<file path="src/rtl/sequencia_arbiter.sv">
// Round-robin owner of a single Sequencia serial pattern detector.
// Each granted job clears, loads, starts and feeds the detector, then reports found and cycle count.
module sequencia_arbiter #(
  parameter int N_REQ   = 4,
  parameter int TIMEOUT = 64
) (
  input  logic               clk,
  input  logic               rst_n,
  input  logic [N_REQ-1:0]   req,
  input  logic [8*N_REQ-1:0] req_palavra,
  input  logic [N_REQ-1:0]   req_bit,
  output logic [N_REQ-1:0]   grant,
  output logic [N_REQ-1:0]   done,
  output logic               found,
  output logic [7:0]         match_cycles,
  output logic               det_rst_n,
  output logic               det_setar_palavra,
  output logic [7:0]         det_palavra,
  output logic               det_start,
  output logic               det_bit_in,
  input  logic               det_encontrado
);

  localparam int               IW       = (N_REQ > 1) ? $clog2(N_REQ) : 1;
  localparam logic [IW-1:0]    PTR_RST  = IW'(N_REQ - 1);
  localparam logic [7:0]       CNT_LAST = 8'(TIMEOUT - 1);
  localparam logic [N_REQ-1:0] ONE_HOT0 = N_REQ'(1);

  typedef enum logic [2:0] {IDLE, CLEAR, LOAD, START, SEARCH, DONE} state_t;

  state_t          state_q, state_d;
  logic [IW-1:0]   idx_q, idx_d;
  logic [IW-1:0]   ptr_q, ptr_d;
  logic [7:0]      word_q, word_d;
  logic [7:0]      cnt_q, cnt_d;
  logic [N_REQ-1:0] grant_q, grant_d;
  logic [N_REQ-1:0] done_q, done_d;
  logic            found_q, found_d;
  logic [7:0]      match_cycles_q, match_cycles_d;
  logic            det_rst_n_q, det_rst_n_d;
  logic            det_setar_palavra_q, det_setar_palavra_d;
  logic [7:0]      det_palavra_q, det_palavra_d;
  logic            det_start_q, det_start_d;

  logic            pick_valid;
  logic [IW-1:0]   pick_idx;
  logic [7:0]      pick_word;
  logic            owner_req;

  // First requester after the pointer, with wrap-around
  always_comb begin
    pick_valid = 1'b0;
    pick_idx   = '0;
    pick_word  = '0;
    for (int i = 1; i <= N_REQ; i++) begin
      for (int j = 0; j < N_REQ; j++) begin
        if (!pick_valid && req[j] && (((int'(ptr_q) + i) % N_REQ) == j)) begin
          pick_valid = 1'b1;
          pick_idx   = IW'(j);
          pick_word  = req_palavra[8*j +: 8];
        end
      end
    end
  end

  assign owner_req = req[idx_q];

  always_comb begin
    state_d        = state_q;
    idx_d          = idx_q;
    ptr_d          = ptr_q;
    word_d         = word_q;
    cnt_d          = cnt_q;
    found_d        = found_q;
    match_cycles_d = match_cycles_q;
    det_palavra_d  = det_palavra_q;

    case (state_q)
      IDLE: begin
        if (pick_valid) begin
          idx_d   = pick_idx;
          ptr_d   = pick_idx;
          word_d  = pick_word;
          state_d = CLEAR;
        end
      end
      CLEAR:  state_d = owner_req ? LOAD : IDLE;
      LOAD:   state_d = owner_req ? START : IDLE;
      START: begin
        cnt_d   = '0;
        state_d = owner_req ? SEARCH : IDLE;
      end
      SEARCH: begin
        cnt_d = cnt_q + 8'd1;
        // A dropped request aborts silently; a match beats a simultaneous timeout
        if (!owner_req) begin
          state_d = IDLE;
        end else if (det_encontrado || (cnt_q == CNT_LAST)) begin
          state_d        = DONE;
          found_d        = det_encontrado;
          match_cycles_d = cnt_q + 8'd1;
        end
      end
      DONE:    state_d = IDLE;
      default: state_d = IDLE;
    endcase

    grant_d             = (state_d == IDLE) ? '0 : (ONE_HOT0 << idx_d);
    done_d              = (state_d == DONE) ? (ONE_HOT0 << idx_d) : '0;
    det_rst_n_d         = (state_d != CLEAR);
    det_setar_palavra_d = (state_d == LOAD);
    det_start_d         = (state_d == START);
    if (state_d == LOAD) begin
      det_palavra_d = word_q;
    end
  end

  always_ff @(posedge clk) begin
    if (!rst_n) begin
      state_q             <= IDLE;
      idx_q               <= '0;
      ptr_q               <= PTR_RST;
      word_q              <= '0;
      cnt_q               <= '0;
      grant_q             <= '0;
      done_q              <= '0;
      found_q             <= 1'b0;
      match_cycles_q      <= '0;
      det_rst_n_q         <= 1'b0;
      det_setar_palavra_q <= 1'b0;
      det_palavra_q       <= '0;
      det_start_q         <= 1'b0;
    end else begin
      state_q             <= state_d;
      idx_q               <= idx_d;
      ptr_q               <= ptr_d;
      word_q              <= word_d;
      cnt_q               <= cnt_d;
      grant_q             <= grant_d;
      done_q              <= done_d;
      found_q             <= found_d;
      match_cycles_q      <= match_cycles_d;
      det_rst_n_q         <= det_rst_n_d;
      det_setar_palavra_q <= det_setar_palavra_d;
      det_palavra_q       <= det_palavra_d;
      det_start_q         <= det_start_d;
    end
  end

  // Serial data passes straight through so the detector sees each bit in its own cycle
  always_comb begin
    det_bit_in = 1'b0;
    if (state_q == SEARCH) begin
      det_bit_in = req_bit[idx_q];
    end
  end

  assign grant             = grant_q;
  assign done              = done_q;
  assign found             = found_q;
  assign match_cycles      = match_cycles_q;
  assign det_rst_n         = det_rst_n_q;
  assign det_setar_palavra = det_setar_palavra_q;
  assign det_palavra       = det_palavra_q;
  assign det_start         = det_start_q;

endmodule

</file>
<file path="config.mk">
export PLATFORM = sky130hd
export DESIGN_NAME = sequencia_arbiter
export DESIGN_NICKNAME = d
export VERILOG_FILES = /design/src/rtl/sequencia_arbiter.sv
export SDC_FILE = /design/constraint.sdc
export NUM_CORES = 1
export LEC_CHECK = 0
export ABC_AREA = 0
export CORE_MARGIN = 1.5
export CORE_UTILIZATION = 56
export DETAILED_ROUTE_END_ITERATION = 10
export GPL_TIMING_DRIVEN = 1
export PLACE_DENSITY = 0.87
export SKIP_CTS_REPAIR_TIMING = 1
export SLEW_MARGIN = 10
export SYNTH_ARGS = -nofsm -noshare
export SYNTH_HDL_FRONTEND = slang
export SYNTH_SLANG_ARGS = --single-unit
</file>
<file path="constraint.sdc">
create_clock -name clk -period 5.2 [get_ports clk]
set_clock_uncertainty 0.2 [all_clocks]
set_input_delay 1.04 -clock clk [delete_from_list [all_inputs] [get_ports clk]]
set_output_delay 1.04 -clock clk [all_outputs]
set_load 0.1 [all_outputs]
</file>
### Word-level counts from Yosys, hierarchy flattened

Cells that the tools add are included.

| word-level totals | value |
|---|---|
| register bits | 51 |
| latch bits | 0 |
| memory bits (writable) | 0 |
| memory bits (read-only) | 0 |
| output and inout bits | 29 |
| memories | 0 |

| operators by class | value |
|---|---|
| $add $sub $neg | 5 |
| multipliers | 0 |
| div/mod/pow operators | 0 |
| magnitude comparators | 1 |
| equal/unequal tests | 21 |
| shifts and indexed selects | 1 |
| mux-type cells | 62 |
| bitwise logic cells | 5 |
| reductions and logical operators | 62 |

Operators with widths:

| cell | number |
|---|---|
| 32-bit zero test | 4 |
| 8-bit 2-to-1 mux | 16 |
| 2-bit 2-to-1 mux | 18 |
| 1-bit logical AND | 31 |
| 3-bit equality test, second input constant | 10 |
| 3-bit by 2-bit equality test with 1-bit output, second input constant | 8 |
| 1-bit 2-to-1 mux | 20 |
| 8-bit case mux with 2 select lines | 1 |
| 1-bit zero test | 15 |
| 3-bit case mux with 5 select lines | 1 |
| 3-bit 2-to-1 mux | 4 |
| 2-bit OR reduction | 5 |
| 8-bit by 1-bit adder with 8-bit output, second input constant | 1 |
| 8-bit by 6-bit equality test with 1-bit output, second input constant | 1 |
| 3-bit zero test | 2 |
| 2-bit by 1-bit adder with 2-bit output, second input constant | 2 |
| 2-bit adder, second input constant | 2 |
| 1-bit bitwise AND, first input constant | 4 |
| 1-bit binary-select mux with 2-bit select | 2 |
| 2-bit AND reduction | 2 |
| 1-bit by 2-bit left shift with 4-bit output, first input constant | 1 |
| 3-bit by 1-bit equality test with 1-bit output, second input constant | 1 |
| 2-bit by 3-bit less-than comparator with 1-bit output, second input constant | 1 |
| 3-bit by 1-bit != test with 1-bit output, second input constant | 1 |
| other kinds (4) | 4 |

### Depth between registers and ports, before layout

Gate-level depths: netlist (run 1).

| depth | value |
|---|---|
| word-level depth | 70 |
| mapped depth | 9 |
| depth with buffers taken out | 7 |

### Worst setup path after synthesis (run 1)

Ideal clock, no wire load.

| path | value |
|---|---|
| kind | input -> output |
| start point | in req_bit[1] |
| end point | out det_bit_in |
| arrival | 1.991 ns |
| required time | 3.960 ns |
| slack | 1.969 ns |
| stages | 2 |
| buffers on the path | 0 |
| cell sequence | mux4_2 and2_1 |

| on the way | value |
|---|---|
| longest elaborated chain between the ends | 3 |

Ends and longest elaborated chain:

| what | RTL line | text |
|---|---|---|
| start: declaration | 11 | `input logic [N_REQ-1:0] req_bit,` |
| 1-bit binary-select mux with 2-bit select | 154 | `det_bit_in = req_bit[idx_q];` |
| 1-bit 2-to-1 mux (not written as such) | 154 |  |
| 1-bit 2-to-1 mux | 153 | `if (state_q == SEARCH) begin` |
| end: declaration | 20 | `output logic det_bit_in,` |

No other way between the ends. The select of a mux whose other input is x is not followed.

### Worst setup path after layout (run 1)

| path | value |
|---|---|
| start point | in req_bit[3] |
| end point | out det_bit_in |

The elaborated chain is that of the path after synthesis.

==> results.sh, run 1 <==
export IMPL_r2r_setup_slack_ns=2.34
export IMPL_dp_cells=543
export IMPL_p_clk_share_pct=24.4
export IMPL_min_period_ns=4.25
export IMPL_final_cell_mix="clkdlybuf4s50_1, nand2_1, dfxtp_1, nor2_1, o21ai_0"
export IMPL_drive_gt1_share_pct=6.51
export IMPL_synth_compound_area_share_pct=31.2
export IMPL_dieArea_um2=6540
export IMPL_clock_root_buffer="clkbuf_8"
export IMPL_dp_hpwl_um=6690
export IMPL_finish_net_count=519
export IMPL_hold_ws_ns=0.257
export IMPL_synth_ff_type="dfxtp_1"
export IMPL_cts_buffers=5
export IMPL_netlist_area_um2=3390
export IMPL_grt_max_degree=43
export IMPL_fin_crit_sh_pct=81.8
export IMPL_rr_endpoint="word_q[2]$_SDFFE_PN0P_"
export IMPL_finalWirelength_um=9570
export IMPL_synth_adder_area_share_pct=0.369
export IMPL_p_per_area_nw_per_um2=269
export IMPL_yosys_warnings=0
export IMPL_start_util_pct=57.7
export IMPL_crit_required_ns=3.96
export IMPL_rows=28
export IMPL_clock_sinks=51
export IMPL_worstMarginPinSlew_ns=1.01
export IMPL_regArea_um2=1020
export IMPL_synth_nets=469
export IMPL_stdcell_area_um2=4180
export IMPL_path_class="input pin to output pin"
export IMPL_finalSetupViolCount=0
export IMPL_ant_nets=0
export IMPL_worst_setup_path_start_kind="input pin"
export IMPL_arrival_ns=3.01
export IMPL_gp_congestion=0.984
export IMPL_cts_tree="yes"
export IMPL_synth_edf_count=0
export IMPL_clk_pin_slew_ns=0.08
export IMPL_rsz0062_at_grt="no"
export IMPL_holdPathEnd="det_palavra[6]$_SDFFE_PN0N_"
export IMPL_vias=3636
export IMPL_fill_cells=488
export IMPL_avgViaCountPerCell=6.60
export IMPL_die_w_um=80.9
export IMPL_finalNonFillerCells=551
export IMPL_r2r_start="ptr_q[0]$_SDFFE_PN1P_"
export IMPL_tns_ns=0
export IMPL_synth_top_family_by_area="compound AO/OA/AOI/OAI gates"
export IMPL_grt_pass1_vias=3309
export IMPL_cts_buffer_depth=2
export IMPL_cp_slowest_stage_delay_ns=0.96
export IMPL_syn_to_final_growth_pct=23.2
export IMPL_outcome="completed"
export IMPL_grt_overflow_total=0
export IMPL_yosysSeqAreaShare_pct=30.1
export IMPL_finalPower_w=0.00112
export IMPL_p_sw_w=0.000411
export IMPL_grtUsageTotal_pct=30.1
export IMPL_r2r_cells=6
export IMPL_whs_path_depth=2
export IMPL_drc=0
export IMPL_clkLatencyLatePin_ns=0.31
export IMPL_multiInputGateArea_um2=2190
export IMPL_ioPinCount=72
export IMPL_ctsHtreeMaxLevel=2
export IMPL_antenna_found_initial=0
export IMPL_syn_avg_cell_area_um2=7.99
export IMPL_die_h_um=80.9
export IMPL_crit_slowest_cell="clkdlybuf4s50_1"
export IMPL_synthMuxAreaShare_pct=3.46
export IMPL_leakage_nw=1.56
export IMPL_min_delay_start="det_palavra[6]$_SDFFE_PN0N_"
export IMPL_grt_pass1_wl_um=15600
export IMPL_antenna_cells=0
export IMPL_async_flop_share_pct=0
export IMPL_crit_path_end_kind="output pin"
export IMPL_slew_violations=0
export IMPL_critPathMaxFanout=1
export IMPL_hold_viol_final=0
export IMPL_fmax_ghz=0.235
export IMPL_combPwrFrac_pct=35.4
export IMPL_switching_share_pct=36.6
export IMPL_seq_power_share_pct=40.2
export IMPL_place_area_um2=4070
export IMPL_timing_critical_path_cells="clkdlybuf4s50_1 -> mux4_2 -> and2_1 -> clkdlybuf4s50_1"
export IMPL_mostFrequentLayoutCell="clkdlybuf4s50_1"
export IMPL_maxSlewHeadroom_pct=32.7
export IMPL_syn_inst=425
export IMPL_cap_viol_max_count=0
export IMPL_placement_io_buffers=71
export IMPL_hold_path_class="flip-flop to flip-flop"
export IMPL_power_internal_w=0.000712
export IMPL_coreArea_um2=5890
export IMPL_wl_per_cell_um=17.4
export IMPL_ys_ff_latch=51
export IMPL_synth_simple_area_share_pct=27.8
export IMPL_yosys_area_share_xor_xnor_pct=1.81
export IMPL_peakVddDrop_mv=0.291
export IMPL_crit_path_frequent_cell="clkdlybuf4s50_1"
export IMPL_synth_cell_types=71
export IMPL_drt_first_pass_iters=5
export IMPL_drt_iter0_drc=559
[sequential cells by signal, indices dropped and copies added (netlist names)]
register and count:
done 4, match_cycles 8, found 1, state_q 3, cnt_q 8, grant 4, ptr_q 2, word_q 8
det_palavra 8, det_start 1, det_setar_palavra 1, idx_q 2, det_rst_n 1
[cell usage after synthesis (3+ instances only)]
cell type	instances	share of area, %
a21oi_1	23	3.4
a221oi_1	10	2.6
a31oi_1	9	1.7
and2_1	8	1.5
and3_1	9	1.7
buf_2	20	2.9
clkbuf_1	9	1.0
dfxtp_1	51	30
inv_1	5	0.55
mux2i_1	5	1.5
nand2_1	53	5.9
nand2b_1	7	1.3
nand3_1	22	3.2
nand3b_1	4	0.88
nand4_1	3	0.55
nor2_1	27	3.0
nor2b_1	7	1.3
nor3_1	12	1.8
nor3b_1	3	0.66
nor4bb_1	4	1.2
o2111a_1	4	1.3
o211a_1	7	2.1
o211ai_1	5	1.1
o21a_1	5	1.1
o21ai_0	25	3.7
o21ai_1	8	1.2
o221ai_1	8	2.1
o22a_1	5	1.3
o22ai_1	12	2.2
o31ai_1	3	0.66
xnor2_1	6	1.5
[cell type report]
cell class | instances | share of cell area (%)
clock buffers | 5 | 1.65
clock inverters | 3 | 1.05
inverters | 5 | 0.449
multi-input cells | 337 | 52.5
flip-flops and latches | 51 | 24.4
well taps | 75 | 2.24
repair buffers | 75 | 17.7
[logic make-up after synthesis]
| logic type | count (synthesis) |
|---|---|
| xor+xnor | 7 |
| flops | 51 |
| compound gates | 145 |
| buf+inv | 37 |
| simple gates | 176 |
| fa+ha+maj | 1 |
| mux | 8 |
[layer usage]
layer / part of all wire, % / GRT usage [%] / vias to the layer above
met4: 3.1 / 12.2 / 0
met2: 47 / 50.1 / 210
met1: 41 / 38.5 / 1683
li1: - / - / 1702
met3: 8.8 / 5.39 / 41
met5: 0 / 0 / -
[worst max-delay path by stage]
stage,from,to,slack (ns)
after CTS,req_bit[3],det_bit_in,0.94
after global routing,state_q[2]$_SDFF_PN0_,det_bit_in,0.87
after detailed placement,req_bit[3],det_bit_in,0.94
after floorplan,req_bit[1],det_bit_in,1.97
after global placement,req_bit[3],det_bit_in,0.96
final,req_bit[3],det_bit_in,0.95
[power groups by stage]
stage          sequential [W]  combinational [W]  clock (W)
2_1_floorplan        0.000509           0.000233          0
3_3_place_gp         0.000459           0.000381          0
3_5_place_dp         0.000459           0.000388          0
4_1_cts              0.000451           0.000391   0.000278
5_1_grt              0.000455           0.000426   0.000294
6_report             0.000452           0.000398   0.000275
[critical path, delay by kind of cell]
kind          cells  cell delay, ns
buf+inv           2            1.35
mux               1            0.45
simple gates      1            0.17
[metrics by stage]
| stage | worst slack (ns) | utilization, % |
|---|---|---|
| global route | 0.871 | 71.0 |
| floorplan | 1.97 | - |
| detailed placement | 0.941 | 69.1 |
| CTS | 0.941 | 71.0 |
| global placement | 0.963 | 69.1 |
| finish | 0.949 | 71.0 |
Power figures use the tool's default switching activity.
==> run 2, diff against run 1 <==
--- a/config.mk
+++ b/config.mk
@@ -7,10 +7,10 @@
 export LEC_CHECK = 0
 export ABC_AREA = 0
 export CORE_MARGIN = 1.5
-export CORE_UTILIZATION = 56
+export CORE_UTILIZATION = 47
 export DETAILED_ROUTE_END_ITERATION = 10
 export GPL_TIMING_DRIVEN = 1
-export PLACE_DENSITY = 0.87
+export PLACE_DENSITY = 0.78
 export SKIP_CTS_REPAIR_TIMING = 1
 export SLEW_MARGIN = 10
 export SYNTH_ARGS = -nofsm -noshare
==> constraint.sdc (replaced) <==
create_clock -name clk -period 3.6 [get_ports clk]
set_clock_uncertainty 0.2 [all_clocks]
set_input_delay 0.72 -clock clk [delete_from_list [all_inputs] [get_ports clk]]
set_output_delay 0.72 -clock clk [all_outputs]
set_load 0.1 [all_outputs]
==> run 2 against run 1 <==
Compared with the run above:
- cell area is 1.6% higher
- setup slack worse by 0.43 ns
- sequential cell count stayed put
- core utilization is 9.5 points lower
- worst hold slack worse by 0.0052 ns
- critical path type is now input pin to flip-flop
- largest power group unchanged
==> results.sh, run 2 (synthesized netlist as in run 1, its figures left out) <==
export IMPL_leakage_nw=1.68
export IMPL_outcome="completed"
export IMPL_grt_pass1_vias=3433
export IMPL_place_area_um2=4170
export IMPL_min_period_ns=3.08
export IMPL_crit_path_start="req[1]"
export IMPL_mostFrequentLayoutCell="nand2_1"
export IMPL_cts_buffer_depth=2
export IMPL_worst_setup_path_start_kind="input pin"
export IMPL_die_h_um=88.0
export IMPL_grt_overflow_total=0
export IMPL_fin_crit_sh_pct=85.6
export IMPL_fmax_ghz=0.324
export IMPL_cts_tree="yes"
export IMPL_clock_root_buffer="clkbuf_8"
export IMPL_antenna_found_initial=0
export IMPL_gp_congestion=1.04
export IMPL_r2r_start="ptr_q[0]$_SDFFE_PN1P_"
export IMPL_worstMarginPinSlew_ns=0.976
export IMPL_syn_to_final_growth_pct=25.2
export IMPL_final_cell_mix="nand2_1, dfxtp_1, clkdlybuf4s50_1, buf_4, nor2_1"
export IMPL_grt_pass1_wl_um=16900
export IMPL_placement_io_buffers=71
export IMPL_clk_pin_slew_ns=0.09
export IMPL_path_class="input pin to flip-flop"
export IMPL_ctsHtreeMaxLevel=2
export IMPL_wl_per_cell_um=18.2
export IMPL_arrival_ns=3.12
export IMPL_ant_nets=0
export IMPL_drt_first_pass_iters=5
export IMPL_cap_viol_max_count=0
export IMPL_rsz0062_at_grt="no"
export IMPL_tns_ns=0
export IMPL_finish_net_count=536
export IMPL_coreArea_um2=6910
export IMPL_grt_max_degree=25
export IMPL_hold_path_class="flip-flop to flip-flop"
export IMPL_crit_slowest_cell="or4b_1"
export IMPL_stdcell_area_um2=4250
export IMPL_drc=0
export IMPL_finalSetupViolCount=0
export IMPL_clkLatencyLatePin_ns=0.30
export IMPL_dp_hpwl_um=8080
export IMPL_ioPinCount=72
export IMPL_maxSlewHeadroom_pct=34.7
export IMPL_avgViaCountPerCell=6.28
export IMPL_p_per_area_nw_per_um2=372
export IMPL_drt_iter0_drc=379
export IMPL_peakVddDrop_mv=0.223
export IMPL_finalWirelength_um=10700
export IMPL_dieArea_um2=7740
export IMPL_min_delay_start="det_palavra[7]$_SDFFE_PN0N_"
export IMPL_r2r_setup_slack_ns=0.90
export IMPL_cp_slowest_stage_delay_ns=0.82
export IMPL_crit_path_end_kind="flip-flop"
export IMPL_finalPower_w=0.00158
export IMPL_drive_gt1_share_pct=14.0
export IMPL_clock_sinks=51
export IMPL_vias=3693
export IMPL_start_util_pct=49.1
export IMPL_critPathMaxFanout=17
export IMPL_grtUsageTotal_pct=27.7
export IMPL_cts_buffers=5
export IMPL_timing_critical_path_cells="clkdlybuf4s50_1 -> or4b_1 -> o211ai_2 -> nor2_1 -> o21a_1 -> o21ai_0 -> o2111a_1"
export IMPL_rows=30
export IMPL_crit_required_ns=3.64
export IMPL_hold_viol_final=0
export IMPL_rr_endpoint="word_q[3]$_SDFFE_PN0P_"
export IMPL_cp_endpoint="word_q[4]$_SDFFE_PN0P_"
export IMPL_slew_violations=0
export IMPL_r2r_cells=7
export IMPL_antenna_cells=0
export IMPL_die_w_um=88.0
export IMPL_utilization_pct=61.5
==> run 2: cell types whose count changed in the layout (fill, tap and decap cells not counted), sizes merged <==
cell,previous run,this run
clkdlybuf4s50,71,49
bufinv,1,0
buf,4,43
==> run 2: worst min-delay path by stage <==
| stage | cells past startpoint | end | slack, ns |
|---|---|---|---|
| global route | 2 | det_palavra[0]$_SDFFE_PN0N_ | 0.27 |
| global placement | 2 | det_palavra[7]$_SDFFE_PN0N_ | 0.24 |
| CTS | 2 | det_palavra[7]$_SDFFE_PN0N_ | 0.26 |
| finish | 2 | det_palavra[7]$_SDFFE_PN0N_ | 0.25 |
| detailed placement | 2 | det_palavra[7]$_SDFFE_PN0N_ | 0.24 |
| floorplan | 2 | det_palavra[5]$_SDFFE_PN0N_ | 0.23 |
==> run 2: metrics by stage <==
| step | cells | hold slack [ns] | setup WS (ns) |
|---|---|---|---|
| floorplan | 425 | 0.234 | 1.01 |
| global placement | 581 | 0.240 | 0.322 |
| detailed placement | 581 | 0.242 | 0.308 |
| CTS | 588 | 0.255 | 0.567 |
| global route | 588 | 0.267 | 0.404 |
| finish | 588 | 0.252 | 0.518 |
==> run 2: layout make-up <==
cell class              count  area (um^2)
clock buffers               5         68.8
clock inverters             2         13.8
fillers                   652         2660
inverters                   5         18.8
multi-input cells         337         2190
flip-flops and latches     51         1020
well taps                  96          120
repair buffers             92          813
==> run 2: metal layers <==
metal | GRT usage [%] | vias up | wire (um)
li1 | - | 1743 | -
met1 | 38.5 | 1713 | 4550
met2 | 45.4 | 222 | 5010
met3 | 3.11 | 15 | 987
met4 | 7.79 | 0 | 127
met5 | 0 | - | 0
==> run 2: worst max-delay path, delay by kind of cell <==
family                 cells  cell delay, ns
AO/OA/AOI/OAI              4            0.83
buffers and inverters      1            0.69
AND/OR/NAND/NOR            2            0.89
==> run 2: where the power goes <==
| part | leakage [nW] | total [W] | switching [W] | internal, W |
|---|---|---|---|---|
| clock network | 0.0440 | 0.000322 | 0.000189 | 0.000133 |
| logic | 1.22 | 0.000599 | 0.000368 | 0.000231 |
| registers | 0.415 | 0.000659 | 0.0000523 | 0.000607 |
| total | 1.68 | 0.00158 | 0.000609 | 0.000971 |
==> run 3, diff against run 2 <==
--- a/config.mk
+++ b/config.mk
@@ -9,7 +9,6 @@
 export CORE_MARGIN = 1.5
 export CORE_UTILIZATION = 47
 export DETAILED_ROUTE_END_ITERATION = 10
-export GPL_TIMING_DRIVEN = 1
 export PLACE_DENSITY = 0.78
 export SKIP_CTS_REPAIR_TIMING = 1
 export SLEW_MARGIN = 10
==> results of run 3 <==
No change in the layout: final DEF, timing and power equal those of run 2.
